**src/rtl/pipeline_ctrl_pkg.sv**
```systemverilog
`default_nettype none
// ============================================================================
// Module      : pipeline_ctrl_pkg
// Description : Shared types and constants for the RV32I pipeline controller.
//               Holds the controller state enum, the forwarding select
//               encodings, the load result-select code and a forwarding
//               helper used by the top level.
// Revision    : 1.0 - initial release
// ============================================================================
package pipeline_ctrl_pkg;

  typedef enum logic [1:0] {
    BOOT     = 2'd0,
    RUN      = 2'd1,
    MEM_WAIT = 2'd2,
    ERR      = 2'd3
  } state_e;

  localparam logic [1:0] FWD_RF      = 2'b00;
  localparam logic [1:0] FWD_W       = 2'b01;
  localparam logic [1:0] FWD_M       = 2'b10;
  localparam logic [1:0] RESULT_LOAD = 2'b01;

  // The M stage holds the younger result, so it wins over W. x0 never forwards.
  function automatic logic [1:0] fwd_sel(input logic [4:0] rs,
                                         input logic [4:0] rd_m,
                                         input logic       we_m,
                                         input logic [4:0] rd_w,
                                         input logic       we_w);
    logic [1:0] sel;
    sel = FWD_RF;
    if (rs != 5'd0 && we_m && rs == rd_m) begin
      sel = FWD_M;
    end else if (rs != 5'd0 && we_w && rs == rd_w) begin
      sel = FWD_W;
    end
    return sel;
  endfunction

endpackage
`default_nettype wire

```
**src/rtl/pipeline_ctrl_if.sv**
```systemverilog
`default_nettype none
// ============================================================================
// Module      : pipeline_ctrl_if
// Description : Hazard/sequencing bundle between the five-stage datapath and
//               the pipeline controller.
//   master : controller side - drives stalls, flushes and forward selects,
//            observes register indices and memory handshake.
//   slave  : datapath side - the mirror image.
// Revision    : 1.0 - initial release
// ============================================================================
interface pipeline_ctrl_if;
  logic [4:0] Rs1D;
  logic [4:0] Rs2D;
  logic [4:0] Rs1E;
  logic [4:0] Rs2E;
  logic [4:0] RdE;
  logic [1:0] ResultSrcE;
  logic       PCSrcE;
  logic [4:0] RdM;
  logic       RegWriteM;
  logic       MemReqM;
  logic       dmem_ready;
  logic [4:0] RdW;
  logic       RegWriteW;
  logic       StallF;
  logic       StallD;
  logic       StallE;
  logic       StallM;
  logic       FlushD;
  logic       FlushE;
  logic       FlushW;
  logic [1:0] ForwardAE;
  logic [1:0] ForwardBE;

  modport master (
    input  Rs1D, Rs2D, Rs1E, Rs2E, RdE, ResultSrcE, PCSrcE,
    input  RdM, RegWriteM, MemReqM, dmem_ready, RdW, RegWriteW,
    output StallF, StallD, StallE, StallM, FlushD, FlushE, FlushW,
    output ForwardAE, ForwardBE
  );

  modport slave (
    output Rs1D, Rs2D, Rs1E, Rs2E, RdE, ResultSrcE, PCSrcE,
    output RdM, RegWriteM, MemReqM, dmem_ready, RdW, RegWriteW,
    input  StallF, StallD, StallE, StallM, FlushD, FlushE, FlushW,
    input  ForwardAE, ForwardBE
  );
endinterface
`default_nettype wire

```
**src/rtl/pipeline_ctrl_mem_wait_fsm.sv**
```systemverilog
`default_nettype none
// ============================================================================
// Module      : mem_wait_fsm
// Description : Controller state register plus data-memory wait/timeout
//               logic. Leaves BOOT when the top level signals boot_done,
//               freezes the pipeline while a memory access is outstanding and
//               locks into ERR after MEM_TIMEOUT unanswered wait cycles.
// Ports       : clk, reset (async, active-low), boot_done, mem_req,
//               dmem_ready -> state, freeze, err
// Revision    : 1.0 - initial release
// ============================================================================
module mem_wait_fsm
  import pipeline_ctrl_pkg::*;
#(
  parameter int MEM_TIMEOUT = 255
) (
  input  wire    clk,
  input  wire    reset,
  input  wire    boot_done,
  input  wire    mem_req,
  input  wire    dmem_ready,
  output state_e state,
  output logic   freeze,
  output logic   err
);

  localparam int CNT_W = $clog2(MEM_TIMEOUT + 1);

  state_e             state_q, state_d;
  logic [CNT_W-1:0]   wait_cnt_q, wait_cnt_d;

  always_ff @(posedge clk or negedge reset) begin
    if (!reset) begin
      state_q    <= BOOT;
      wait_cnt_q <= '0;
    end else begin
      state_q    <= state_d;
      wait_cnt_q <= wait_cnt_d;
    end
  end

  always_comb begin
    state_d    = state_q;
    wait_cnt_d = wait_cnt_q;
    freeze     = 1'b0;
    case (state_q)
      BOOT: begin
        if (boot_done) state_d = RUN;
      end
      RUN: begin
        // The requesting cycle itself is already frozen.
        if (mem_req && !dmem_ready) begin
          freeze     = 1'b1;
          state_d    = MEM_WAIT;
          wait_cnt_d = '0;
        end
      end
      MEM_WAIT: begin
        // The ready cycle is not frozen; normal hazard logic takes over.
        if (dmem_ready) begin
          state_d = RUN;
        end else begin
          freeze     = 1'b1;
          wait_cnt_d = wait_cnt_q + CNT_W'(1);
          if (wait_cnt_d == CNT_W'(MEM_TIMEOUT)) state_d = ERR;
        end
      end
      ERR: begin
        freeze = 1'b1;
      end
      default: begin
        state_d = BOOT;
      end
    endcase
  end

  assign state = state_q;
  assign err   = (state_q == ERR);

endmodule
`default_nettype wire

```
**src/rtl/pipeline_ctrl.sv**
```systemverilog
`default_nettype none
// ============================================================================
// Module      : pipeline_ctrl
// Description : Hazard, forwarding and sequencing controller for the
//               five-stage RV32I core. Drives pipeline stall/flush enables,
//               execute-stage forwarding selects, boot sequencing and the
//               data-memory freeze.
// Ports       : clk, reset (async, active-low)
//               pif       - pipeline_ctrl_if.master hazard bundle
//               mem_err   - sticky data-memory timeout flag
//               stall_cycles, flush_count - performance counters
// Config      : PIPELINE_CTRL_PERF_EN enables the performance counters;
//               otherwise both counter ports are tied to zero.
// Revision    : 1.0 - initial release
// ============================================================================
module pipeline_ctrl
  import pipeline_ctrl_pkg::*;
#(
  parameter int BOOT_CYCLES = 4,
  parameter int MEM_TIMEOUT = 255,
  parameter int PERF_W      = 32
) (
  input  wire                clk,
  input  wire                reset,
  pipeline_ctrl_if.master    pif,
  output logic               mem_err,
  output logic [PERF_W-1:0]  stall_cycles,
  output logic [PERF_W-1:0]  flush_count
);

  localparam int BOOT_W = (BOOT_CYCLES > 1) ? $clog2(BOOT_CYCLES) : 1;

  state_e             state;
  logic               freeze;
  logic               boot_done;
  logic               lw_stall;
  logic [BOOT_W-1:0]  boot_cnt_q, boot_cnt_d;

  assign boot_done = (state == BOOT) && (boot_cnt_q == BOOT_W'(BOOT_CYCLES - 1));

  always_comb begin
    boot_cnt_d = boot_cnt_q;
    if (state == BOOT && !boot_done) boot_cnt_d = boot_cnt_q + BOOT_W'(1);
  end

  always_ff @(posedge clk or negedge reset) begin
    if (!reset) boot_cnt_q <= '0;
    else        boot_cnt_q <= boot_cnt_d;
  end

  mem_wait_fsm #(
    .MEM_TIMEOUT (MEM_TIMEOUT)
  ) u_mem_wait_fsm (
    .clk        (clk),
    .reset      (reset),
    .boot_done  (boot_done),
    .mem_req    (pif.MemReqM),
    .dmem_ready (pif.dmem_ready),
    .state      (state),
    .freeze     (freeze),
    .err        (mem_err)
  );

  // A taken branch squashes the dependent load consumer anyway, so no stall.
  assign lw_stall = (pif.ResultSrcE == RESULT_LOAD) && (pif.RdE != 5'd0) &&
                    ((pif.Rs1D == pif.RdE) || (pif.Rs2D == pif.RdE)) && !pif.PCSrcE;

  always_comb begin
    pif.ForwardAE = fwd_sel(pif.Rs1E, pif.RdM, pif.RegWriteM, pif.RdW, pif.RegWriteW);
    pif.ForwardBE = fwd_sel(pif.Rs2E, pif.RdM, pif.RegWriteM, pif.RdW, pif.RegWriteW);
    pif.StallF    = 1'b0;
    pif.StallD    = 1'b0;
    pif.StallE    = 1'b0;
    pif.StallM    = 1'b0;
    pif.FlushD    = 1'b0;
    pif.FlushE    = 1'b0;
    pif.FlushW    = 1'b0;
    if (state == BOOT) begin
      pif.StallF = 1'b1;
      pif.StallD = 1'b1;
      pif.FlushE = 1'b1;
    end else if (freeze) begin
      // Memory freeze overrides every hazard-driven stall or flush.
      pif.StallF = 1'b1;
      pif.StallD = 1'b1;
      pif.StallE = 1'b1;
      pif.StallM = 1'b1;
      pif.FlushW = 1'b1;
    end else begin
      pif.StallF = lw_stall;
      pif.StallD = lw_stall;
      pif.FlushD = pif.PCSrcE;
      pif.FlushE = lw_stall | pif.PCSrcE;
    end
  end

`ifdef PIPELINE_CTRL_PERF_EN
  logic [PERF_W-1:0] stall_cycles_q, stall_cycles_d;
  logic [PERF_W-1:0] flush_count_q, flush_count_d;

  always_comb begin
    stall_cycles_d = stall_cycles_q;
    flush_count_d  = flush_count_q;
    if (state != BOOT && pif.StallF) stall_cycles_d = stall_cycles_q + PERF_W'(1);
    if (pif.FlushD)                  flush_count_d  = flush_count_q + PERF_W'(1);
  end

  always_ff @(posedge clk or negedge reset) begin
    if (!reset) begin
      stall_cycles_q <= '0;
      flush_count_q  <= '0;
    end else begin
      stall_cycles_q <= stall_cycles_d;
      flush_count_q  <= flush_count_d;
    end
  end

  assign stall_cycles = stall_cycles_q;
  assign flush_count  = flush_count_q;
`else
  assign stall_cycles = '0;
  assign flush_count  = '0;
`endif

endmodule
`default_nettype wire

```
**src/flat_wrapper.sv**
```systemverilog
// flat-port wrapper written by rule: the top's interface ports become plain ports
module pipeline_ctrl_flat import pipeline_ctrl_pkg::*;
#(
  parameter int BOOT_CYCLES = 4,
  parameter int MEM_TIMEOUT = 255,
  parameter int PERF_W      = 32
)
  (clk, reset, mem_err, stall_cycles, flush_count, pif_Rs1D, pif_Rs2D, pif_Rs1E, pif_Rs2E, pif_RdE, pif_ResultSrcE, pif_PCSrcE, pif_RdM, pif_RegWriteM, pif_MemReqM, pif_dmem_ready, pif_RdW, pif_RegWriteW, pif_StallF, pif_StallD, pif_StallE, pif_StallM, pif_FlushD, pif_FlushE, pif_FlushW, pif_ForwardAE, pif_ForwardBE);
  pipeline_ctrl_if pif_i ();
  input  wire clk;
  input  wire reset;
  output logic mem_err;
  output logic [PERF_W-1:0] stall_cycles;
  output logic [PERF_W-1:0] flush_count;
  input wire logic [$bits(pif_i.Rs1D)-1:0] pif_Rs1D;
  input wire logic [$bits(pif_i.Rs2D)-1:0] pif_Rs2D;
  input wire logic [$bits(pif_i.Rs1E)-1:0] pif_Rs1E;
  input wire logic [$bits(pif_i.Rs2E)-1:0] pif_Rs2E;
  input wire logic [$bits(pif_i.RdE)-1:0] pif_RdE;
  input wire logic [$bits(pif_i.ResultSrcE)-1:0] pif_ResultSrcE;
  input wire logic [$bits(pif_i.PCSrcE)-1:0] pif_PCSrcE;
  input wire logic [$bits(pif_i.RdM)-1:0] pif_RdM;
  input wire logic [$bits(pif_i.RegWriteM)-1:0] pif_RegWriteM;
  input wire logic [$bits(pif_i.MemReqM)-1:0] pif_MemReqM;
  input wire logic [$bits(pif_i.dmem_ready)-1:0] pif_dmem_ready;
  input wire logic [$bits(pif_i.RdW)-1:0] pif_RdW;
  input wire logic [$bits(pif_i.RegWriteW)-1:0] pif_RegWriteW;
  output wire logic [$bits(pif_i.StallF)-1:0] pif_StallF;
  output wire logic [$bits(pif_i.StallD)-1:0] pif_StallD;
  output wire logic [$bits(pif_i.StallE)-1:0] pif_StallE;
  output wire logic [$bits(pif_i.StallM)-1:0] pif_StallM;
  output wire logic [$bits(pif_i.FlushD)-1:0] pif_FlushD;
  output wire logic [$bits(pif_i.FlushE)-1:0] pif_FlushE;
  output wire logic [$bits(pif_i.FlushW)-1:0] pif_FlushW;
  output wire logic [$bits(pif_i.ForwardAE)-1:0] pif_ForwardAE;
  output wire logic [$bits(pif_i.ForwardBE)-1:0] pif_ForwardBE;
  assign pif_i.Rs1D = pif_Rs1D;
  assign pif_i.Rs2D = pif_Rs2D;
  assign pif_i.Rs1E = pif_Rs1E;
  assign pif_i.Rs2E = pif_Rs2E;
  assign pif_i.RdE = pif_RdE;
  assign pif_i.ResultSrcE = pif_ResultSrcE;
  assign pif_i.PCSrcE = pif_PCSrcE;
  assign pif_i.RdM = pif_RdM;
  assign pif_i.RegWriteM = pif_RegWriteM;
  assign pif_i.MemReqM = pif_MemReqM;
  assign pif_i.dmem_ready = pif_dmem_ready;
  assign pif_i.RdW = pif_RdW;
  assign pif_i.RegWriteW = pif_RegWriteW;
  assign pif_StallF = pif_i.StallF;
  assign pif_StallD = pif_i.StallD;
  assign pif_StallE = pif_i.StallE;
  assign pif_StallM = pif_i.StallM;
  assign pif_FlushD = pif_i.FlushD;
  assign pif_FlushE = pif_i.FlushE;
  assign pif_FlushW = pif_i.FlushW;
  assign pif_ForwardAE = pif_i.ForwardAE;
  assign pif_ForwardBE = pif_i.ForwardBE;
  pipeline_ctrl #(.BOOT_CYCLES(BOOT_CYCLES), .MEM_TIMEOUT(MEM_TIMEOUT), .PERF_W(PERF_W)) u_core (.clk(clk), .reset(reset), .pif(pif_i), .mem_err(mem_err), .stall_cycles(stall_cycles), .flush_count(flush_count));
endmodule
```
**config.mk**
```make
export PLATFORM = sky130hd
export DESIGN_NAME = pipeline_ctrl_flat
export DESIGN_NICKNAME = d
export VERILOG_FILES = /design/src/rtl/pipeline_ctrl_pkg.sv /design/src/rtl/pipeline_ctrl_if.sv /design/src/rtl/pipeline_ctrl_mem_wait_fsm.sv /design/src/rtl/pipeline_ctrl.sv /design/src/flat_wrapper.sv
export SDC_FILE = /design/constraint.sdc
export NUM_CORES = 1
export LEC_CHECK = 0
export ABC_AREA = 1
export BUFFER_PORTS_ARGS = -buffer_cell sky130_fd_sc_hd__buf_4
export CAP_MARGIN = 20
export CORE_AREA = 2 2 66 68
export CTS_CLUSTER_DIAMETER = 80
export CTS_CLUSTER_SIZE = 30
export DETAILED_ROUTE_END_ITERATION = 10
export DIE_AREA = 0 0 68 70
export MAX_ROUTING_LAYER = met4
export PLACE_DENSITY = 0.92
export SLEW_MARGIN = 40
export SYNTH_ARGS = -nofsm -noshare
export SYNTH_HDL_FRONTEND = slang
export SYNTH_SLANG_ARGS = --single-unit
```
**constraint.sdc**
```tcl
create_clock -name clk -period 2.9 [get_ports clk]
set_clock_uncertainty 0.1 [all_clocks]
set_input_delay 0.29 -clock clk [delete_from_list [all_inputs] [get_ports clk]]
set_output_delay 0.29 -clock clk [all_outputs]
set_load 0.05 [all_outputs]
```
After elaboration in Yosys (flattened, before gate mapping)
Cells that the tools add are included.
{"block": "op_classes", "reduce_logical": 26, "bitwise_logic": 1, "eq_ne": 16, "add_sub_neg": 2, "muxes": 23}
{"cell": "5-bit == test", "count": 6}
{"cell": "8-bit 2-to-1 mux", "count": 2}
{"cell": "8-bit case mux with 2 select lines", "count": 1}
{"cell": "5-bit nonzero test", "count": 3}
{"cell": "1-bit logical AND", "count": 14}
{"cell": "1-bit 2-to-1 mux", "count": 12}
{"cell": "2-bit 2-to-1 mux", "count": 6}
{"cell": "8-bit by 1-bit adder with 8-bit output, second input constant", "count": 1}
{"cell": "8-bit == test, second input constant", "count": 1}
{"cell": "2-bit == test, second input constant", "count": 3}
{"cell": "2-bit case mux with 3 select lines", "count": 1}
{"cell": "2-bit by 1-bit == test with 1-bit output, second input constant", "count": 2}
{"cell": "2-bit != test, second input constant", "count": 2}
{"cell": "4-bit AND reduction", "count": 1}
{"cell": "1-bit zero test", "count": 3}
{"cell": "3-bit != test, second input constant", "count": 1}
{"cell": "1-bit case mux with 3 select lines", "count": 1}
{"cell": "3-bit AND reduction", "count": 1}
{"cell": "3-bit nonzero test", "count": 1}
{"cell": "2-bit by 1-bit adder with 2-bit output, second input constant", "count": 1}
{"cell": "2-bit zero test", "count": 1}
{"cell": "2-bit by 1-bit != test with 1-bit output, second input constant", "count": 1}
{"cell": "2-bit nonzero test", "count": 1}
{"cell": "1-bit logical OR", "count": 1}
{"cell": "1-bit bitwise OR", "count": 1}
{"block": "totals", "output_inout_bits": 76, "in_bits": 44, "ff_bits": 12}

Depth between registers and ports, before layout
Gate-level depths: netlist (run 1).
{"block": "logic_depth", "word_depth": 7, "ltp_mapped": 12, "mapped_depth_nobuf": 12}

Hierarchy
From an unflattened synthesis (run 1), not the netlist that was laid out.
{"block": "unflattened", "hier_cells": 303, "area_unflattened_um2": 1920.6}
{"module": "pipeline_ctrl", "cells_each": 203, "area_each_um2": 1187.4, "instances": 1}
{"module": "mem_wait_fsm", "cells_each": 100, "area_each_um2": 733.2, "instances": 1}

Worst setup path before layout (run 1)
Ideal clock, no wire load.
{"block": "synth_path", "path_kind": "in2out", "startpoint": "input pif_RdE[1]", "endpoint": "output pif_StallF", "slack_ns": 0.109, "cell_stages": 7, "arrival_time_ns": 2.401, "required_time_ns": 2.510, "cell_sequence": "or2_2 -> a21oi_1 -> nand3_1 -> nand2_1 -> nand2_1 -> o21ai_0 -> buf_4"}
{"block": "synth_between", "elab_chain_len": 6}
{"element": "start: declaration", "line": "flat_wrapper.sv:19", "text": "input wire logic [$bits(pif_i.RdE)-1:0] pif_RdE;"}
{"element": "5-bit == test or 5-bit nonzero test (tied branches)", "line": "pipeline_ctrl.sv:66, pipeline_ctrl.sv:65"}
{"element": "1-bit logical OR or 1-bit logical AND (tied branches)", "line": "pipeline_ctrl.sv:66, pipeline_ctrl.sv:65"}
{"element": "1-bit logical AND *", "line": "pipeline_ctrl.sv:65", "text": "assign lw_stall = (pif.ResultSrcE == RESULT_LOAD) && (pif.RdE != 5'd0) &&"}
{"element": "1-bit logical AND *", "line": "pipeline_ctrl.sv:66", "text": "((pif.Rs1D == pif.RdE) || (pif.Rs2D == pif.RdE)) && !pif.PCSrcE;"}
{"element": "1-bit 2-to-1 mux * (2 in series)"}
{"element": "end: declaration", "line": "flat_wrapper.sv:28", "text": "output wire logic [$bits(pif_i.StallF)-1:0] pif_StallF;"}
Mark *: on every way between the ends. The rest lies on a longest branch, timed or not.

Final worst setup path (run 1)
{"block": "layout_path", "startpoint": "register u_core.u_mem_wait_fsm.state_q[1], in the netlist u_core.u_mem_wait_fsm.state[1]", "endpoint": "output pif_FlushE"}
{"block": "layout_between", "elab_chain_len": 4}
{"element": "start: declaration", "line": "pipeline_ctrl_mem_wait_fsm.sv:29", "text": "state_e state_q, state_d;"}
{"element": "start signal: assignment", "line": "pipeline_ctrl_mem_wait_fsm.sv:37", "text": "state_q <= state_d;"}
{"element": "2-bit == test or 2-bit by 1-bit == test with 1-bit output (tied branches)", "line": "pipeline_ctrl_mem_wait_fsm.sv:46", "text": "case (state_q)"}
{"element": "1-bit case mux with 3 select lines", "line": "pipeline_ctrl_mem_wait_fsm.sv:46"}
{"element": "1-bit 2-to-1 mux", "line": "pipeline_ctrl.sv:82", "text": "end else if (freeze) begin"}
{"element": "1-bit 2-to-1 mux *", "line": "pipeline_ctrl.sv:78", "text": "if (state == BOOT) begin"}
{"element": "end: declaration", "line": "flat_wrapper.sv:33", "text": "output wire logic [$bits(pif_i.FlushE)-1:0] pif_FlushE;"}
Marked as above.

==> flow_summary.yaml, run 1 <==
outcome:
  status: "finished clean"
placement:
  hpwlAfterDp_um: 3130
  portBuffers: 55
  place_inst: 361
  place_congestion: 0.908
  place_area_um2: 2000
power:
  vdd_drop_max_mv: 0.360
  leakage_nw: 1.13
  power_density_nw_per_um2: 597
layout:
  stdcell_count: 366
  final_common_cell: "conb_1"
  drive_gt1_share_pct: 22.3
  final_cell_mix: "64 x conb_1, 55 x buf_4, 39 x nand2_1"
  nNetsFinal: 367
  postLayoutCellArea_um2: 2060
  num-fill-cells: 405
  areaGrowthSynthToFinish_pct: 15.5
  num_antenna_cells: 0
setup_path:
  r2r_setup_slack_ns: 1.15
  arrival_ns: 1.95
  start_kind: "flip-flop"
  crit_end: "pif_FlushE"
  critPathMaxFanout: 4
  r2r-start: "u_core.u_mem_wait_fsm.wait_cnt_q[1]"
  critPathKind: "flip-flop to output port"
  cp.required_ns: 2.51
  rr_worst_depth: 10
  reg2reg_to: "u_core.u_mem_wait_fsm.state[1]"
  end_kind: "output port"
  crit_start: "u_core.u_mem_wait_fsm.state[1]"
die:
  ioPinCount: 120
  die_h_um: 70
  dieArea_um2: 4760
  std_cell_rows: 24
  start_util_pct: 43.1
  die_x_um: 68
  core_area_um2: 4140
yosys:
  synth.largest_area_cell: "buf_4"
  synth_top_cell_area_share_pct: 28.2
  syn_area_per_cell_um2: 6.92
  ys_types: 30
  syn_inst: 258
  yosys_warnings: 0
  synth_area_um2: 1790
  ys_ff_latch: 12
  ys_seq_area_share_pct: 16.8
  synth_area_leaders: "buf_4 28%, dfrtp_1 17%, nand2_1 8.2%"
clock_tree:
  clock_sinks: 12
  root_buffer: "clkbuf_8"
  clk_latency_ns: 0.24
  clockBufferDepth: 2
  cts.reportedPaths.clkPinSlew_ns: 0.05
  cts_max_level: 1
  cts_tree: "done"
  post-cts-setup-buffer-count: 0
  cts_buffers: 3
global_route:
  grt_pass1_wl_um: 5820
  grt_max_degree: 13
  grtUsageTotal_pct: 15.7
  grt_antenna_before_repair: 0
  grt-ovfl-total: 0
  first_global_vias: 1476
detailed_routing:
  wirelength_um: 3750
  dr.pass1.iters: 5
  vias_per_cell: 4.48
  vias: 1640
  drc: 0
  postRouteAntennaNets: 0
  drt_iter0_drc: 61
  routedWlPerCell_um: 10.2
timing:
  hold_viol: 0
  fin_crit_sh_pct: 80.6
  setup_tns_ns: 0
  final.min_clock_period_ns: 2.34
  setup_viol: 0
  rsz0062_at_grt: "false"
  fmax_mhz: 428
  drv_slew: 0
hold_path:
  hp-class: "input pin to async pin"
run:
  maxCapViolCount: 0
[stage by stage]
stage               hold slack [ns]  utilization (%)  power [mW]  setup WS [ns]
detailed placement           0.0373             48.2        1.04          0.834
CTS                           0.335             49.8        1.23          0.566
finish                        0.323             49.8        1.23          0.563
global route                  0.352             49.8        1.30          0.401
global placement             0.0361             48.2        1.03          0.910
floorplan                    -0.106                -       0.933          0.109
[worst max-delay path: stages, from the launching register on]
cell and delay (ns):
dfrtp_1 0.41, inv_1 0.12, ha_1 0.19, inv_1 0.06, o31ai_1 0.36, inv_1 0.07, nor2_1 0.23, a21oi_1 0.07
buf_4 0.20
[layout make-up]
class                           count  area, um^2  share of cell area [%]
Clock buffer                        4        55.1                    2.67
Inverter                           30         113                    5.46
Multi-Input combinational cell    212        1110                    53.6
Sequential cell                    12         300                    14.6
Tap cell                           52        65.1                    3.16
Timing Repair Buffer               56         423                    20.5
[sequential cells by signal, indices dropped and copies added, names as in the netlist]
register,flops
u_core.u_mem_wait_fsm.state,2
u_core.u_mem_wait_fsm.wait_cnt_q,8
u_core.boot_cnt_q,2
[synth_stat cells, drive strengths merged]
cell and n:
o22ai 4, dfrtp 12, xor2 13, nand3 12
xnor2 8, mux2 1, nor4 2, ha 8
nor3 7, o21a 1, or2 1, o31ai 1
nor3b 1, a21oi 2, a211oi 1, nand2 43
a22o 1, inv 30, nor2 24, nand3b 2
conb 1, buf 67, o21bai 1, nand4 3
o21ai 12
[where the power goes]
part / internal (mW) / switching (mW) / total, mW
Clock: 0.120 / 0.0610 / 0.181
Combinational: 0.217 / 0.616 / 0.833
Sequential: 0.190 / 0.0272 / 0.217
[logic make-up after synthesis]
logic type      synth area share (%)
xor+xnor                        10.3
simple gates                    24.5
mux                            0.631
buf+inv                         34.5
flops                           16.8
other cells                    0.210
compound gates                  7.50
fa+ha+maj                       5.61
[worst min path at each step]
stage / from / end / cells past startpoint
3_5_place_dp: reset / u_core.u_mem_wait_fsm.wait_cnt_q[4] / 1
6_report: reset / u_core.u_mem_wait_fsm.wait_cnt_q[1] / 2
3_3_place_gp: reset / u_core.u_mem_wait_fsm.wait_cnt_q[7] / 1
4_1_cts: reset / u_core.u_mem_wait_fsm.wait_cnt_q[5] / 2
2_1_floorplan: reset / u_core.boot_cnt_q[0] / 0
5_1_grt: reset / u_core.u_mem_wait_fsm.wait_cnt_q[3] / 2
[metal layers]
layer / track usage, % / vias to the layer above / wire (um)
met5: - / - / 0
met3: 1.93 / 13 / 332
met4: 6.22 / 0 / 90
met1: 14.9 / 745 / 1320
li1: - / 795 / -
met2: 30.3 / 87 / 2000
[repair_timing]
| item | in CTS | in global routing |
|---|---|---|
| hold buffers | 1 | 0 |
| endpoints found under the hold margin | 12 | 0 |
| gates resized for setup | 0 | 0 |
No activity file was read; power rests on OpenSTA's default activity.
==> inputs of run 2 (changes only) <==
ABC_AREA = 0   (was 1)
CORE_AREA = 2 2 72 74   (was 2 2 66 68)
DIE_AREA = 0 0 74 76   (was 0 0 68 70)
PLACE_DENSITY = 0.83   (was 0.92)
clock period = 2.1 ns   (was 2.9 ns; I/O delays follow)
==> flow_summary.yaml, run 2 <==
clock_tree:
  clockBufferDepth: 2
  cts_buffers: 3
  clock_sinks: 12
  cts_tree: "done"
  clk_latency_ns: 0.24
  root_buffer: "clkbuf_8"
  cts.reportedPaths.clkPinSlew_ns: 0.05
  cts_max_level: 1
detailed_routing:
  postRouteAntennaNets: 0
  drt_iter0_drc: 70
  dr.pass1.iters: 4
  vias: 1488
  vias_per_cell: 4.29
  wirelength_um: 3690
  routedWlPerCell_um: 10.6
  drc: 0
yosys:
  syn_area_per_cell_um2: 7.99
  synth_edf_count: 0
  yosysMostFrequentCell: "buf_4"
  synth_area_um2: 1770
  synth.largest_area_cell: "buf_4"
  synth_top_cell_area_share_pct: 28.5
  yosys_warnings: 0
  async_reset_ff_share_pct: 100
  synth.top_cells.by_count: "67 x buf_4, 23 x xnor2_1, 13 x nor2_1"
  ys_ff_latch: 12
  ys.flop_type: "dfrtp_1"
  syn_inst: 221
  ys_seq_area_share_pct: 17.0
  synth_area_leaders: "buf_4 28%, dfrtp_1 17%, xnor2_1 11%"
  ys_types: 35
layout:
  nNetsFinal: 331
  largest_reg_flops: 8
  final_cell_mix: "64 x conb_1, 57 x buf_4, 23 x xnor2_1"
  postLayoutCellArea_um2: 2160
  num_antenna_cells: 0
  areaGrowthSynthToFinish_pct: 22.2
  final_util_pct: 43.9
  top_register: "u_core.u_mem_wait_fsm.wait_cnt_q"
  drive_gt1_share_pct: 30.0
  final_common_cell: "conb_1"
placement:
  hpwlAfterDp_um: 3090
  portBuffers: 55
  place_area_um2: 2070
  place_congestion: 0.914
power:
  leakage_nw: 1.02
  vdd_drop_max_mv: 0.651
  power_density_nw_per_um2: 951
global_route:
  grt_antenna_before_repair: 0
  grtUsageTotal_pct: 12.8
  grt_max_degree: 13
  grt-ovfl-total: 0
  grt_pass1_wl_um: 5610
  first_global_vias: 1297
setup_path:
  r2r-start: "u_core.u_mem_wait_fsm.state[0]"
  critPathKind: "flip-flop to output port"
  rr_worst_depth: 6
  critPathMaxFanout: 5
  end_kind: "output port"
  cp.required_ns: 1.79
  crit_end: "pif_FlushD"
  arrival_ns: 1.68
  crit_start: "u_core.u_mem_wait_fsm.state[1]"
  r2r_setup_slack_ns: 0.19
  start_kind: "flip-flop"
  reg2reg_to: "u_core.u_mem_wait_fsm.state[0]"
outcome:
  status: "finished clean"
timing:
  tightest_slew_ns: 0.622
  slew_headroom_pct: 58.3
  drv_slew: 0
  fmax_mhz: 501
  fin_crit_sh_pct: 95.0
  final.min_clock_period_ns: 1.99
  hold_viol: 0
  setup_viol: 0
run:
  maxCapViolCount: 0
die:
  dieArea_um2: 5620
  std_cell_rows: 26
  die_x_um: 74
  start_util_pct: 36.0
  core_area_um2: 4910
  ioPinCount: 120
  die_h_um: 76
hold_path:
  hp-class: "input pin to async pin"
-- run 2: cell types whose count changed after synthesis, moves of 5 or more --
cell / delta
a21oi_1: +5
inv_1: -23
nand2_1: -28
nor2_1: -7
xnor2_1: +15
-- run 2: worst min-delay path by stage --
stage,startpoint,endpoint,cells after the start
2_1_floorplan,reset,u_core.boot_cnt_q[0],0
3_3_place_gp,reset,u_core.u_mem_wait_fsm.wait_cnt_q[7],1
3_5_place_dp,reset,u_core.u_mem_wait_fsm.wait_cnt_q[7],1
4_1_cts,reset,u_core.u_mem_wait_fsm.wait_cnt_q[7],2
5_1_grt,reset,u_core.u_mem_wait_fsm.state[1],2
6_report,reset,u_core.u_mem_wait_fsm.state[1],2
-- run 2: metrics by stage --
step / cells / hold slack, ns / total power, mW / TNS, ns / worst slack [ns]
3_5_place_dp: 342 / -0.0369 / 1.78 / 0 / 0.153
4_1_cts: 346 / 0.248 / 2.01 / 0 / 0.00890
3_3_place_gp: 342 / -0.0410 / 1.75 / 0 / 0.193
2_1_floorplan: 284 / -0.186 / 1.59 / -0.0120 / -0.0120
5_1_grt: 347 / 0.276 / 2.18 / -0.00229 / -0.00229
6_report: 347 / 0.246 / 2.05 / 0 / 0.105
-- run 2: cell type report --
cell class / count / area [um^2]
clock buffer: 3 / 41.3
tap: 70 / 87.6
multi-input combinational: 196 / 1250
inverter: 7 / 26.3
timing repair buffer: 59 / 449
fill: 488 / 2750
sequential: 12 / 300
-- run 2: cell families (layout without fill, tap and decap cells) --
group	count (synthesis)	in the layout	share of synthesized area, %
xor gates and xnor gates	32	32	15.9
muxes	5	5	2.97
other	1	64	0.212
AOI/OAI and AO/OA	25	25	9.14
DFF	12	12	17.0
adders and majority gates	8	8	5.67
buffers and inverters	76	69	30.5
and+or+nand+nor	62	62	18.6
-- run 2: critical path: stages (launching register included) --
cell,delay [ns]
dfrtp_1,0.37
inv_1,0.10
ha_2,0.22
a21oi_2,0.13
nor2_2,0.06
nor3_2,0.21
and2_4,0.18
buf_6,0.15
-- run 2: routing by layer --
metal,GRT usage [%],vias to the layer above,part of all wire [%]
li1,-,723,-
met1,14.9,674,35
met2,21.8,83,56
met3,0.794,8,7.2
met4,6.18,0,2.6
met5,-,-,0
-- run 2: where the power goes --
part / internal (mW) / switching [mW] / total [mW]
Clock: 0.127 / 0.0902 / 0.217
Combinational: 0.467 / 0.976 / 1.44
Sequential: 0.303 / 0.0895 / 0.392
Total: 0.897 / 1.16 / 2.05
-- run 2: timing repair --
| item | 4_1_cts | 5_1_grt |
|---|---|---|
| setup buffers | 0 | 1 |
| pin swaps | 0 | 1 |
| resized for setup | 1 | 7 |
| setup endpoints to repair | 1 | 7 |
| hold buffers | 1 | 0 |
| endpoints found under the hold margin | 12 | 0 |
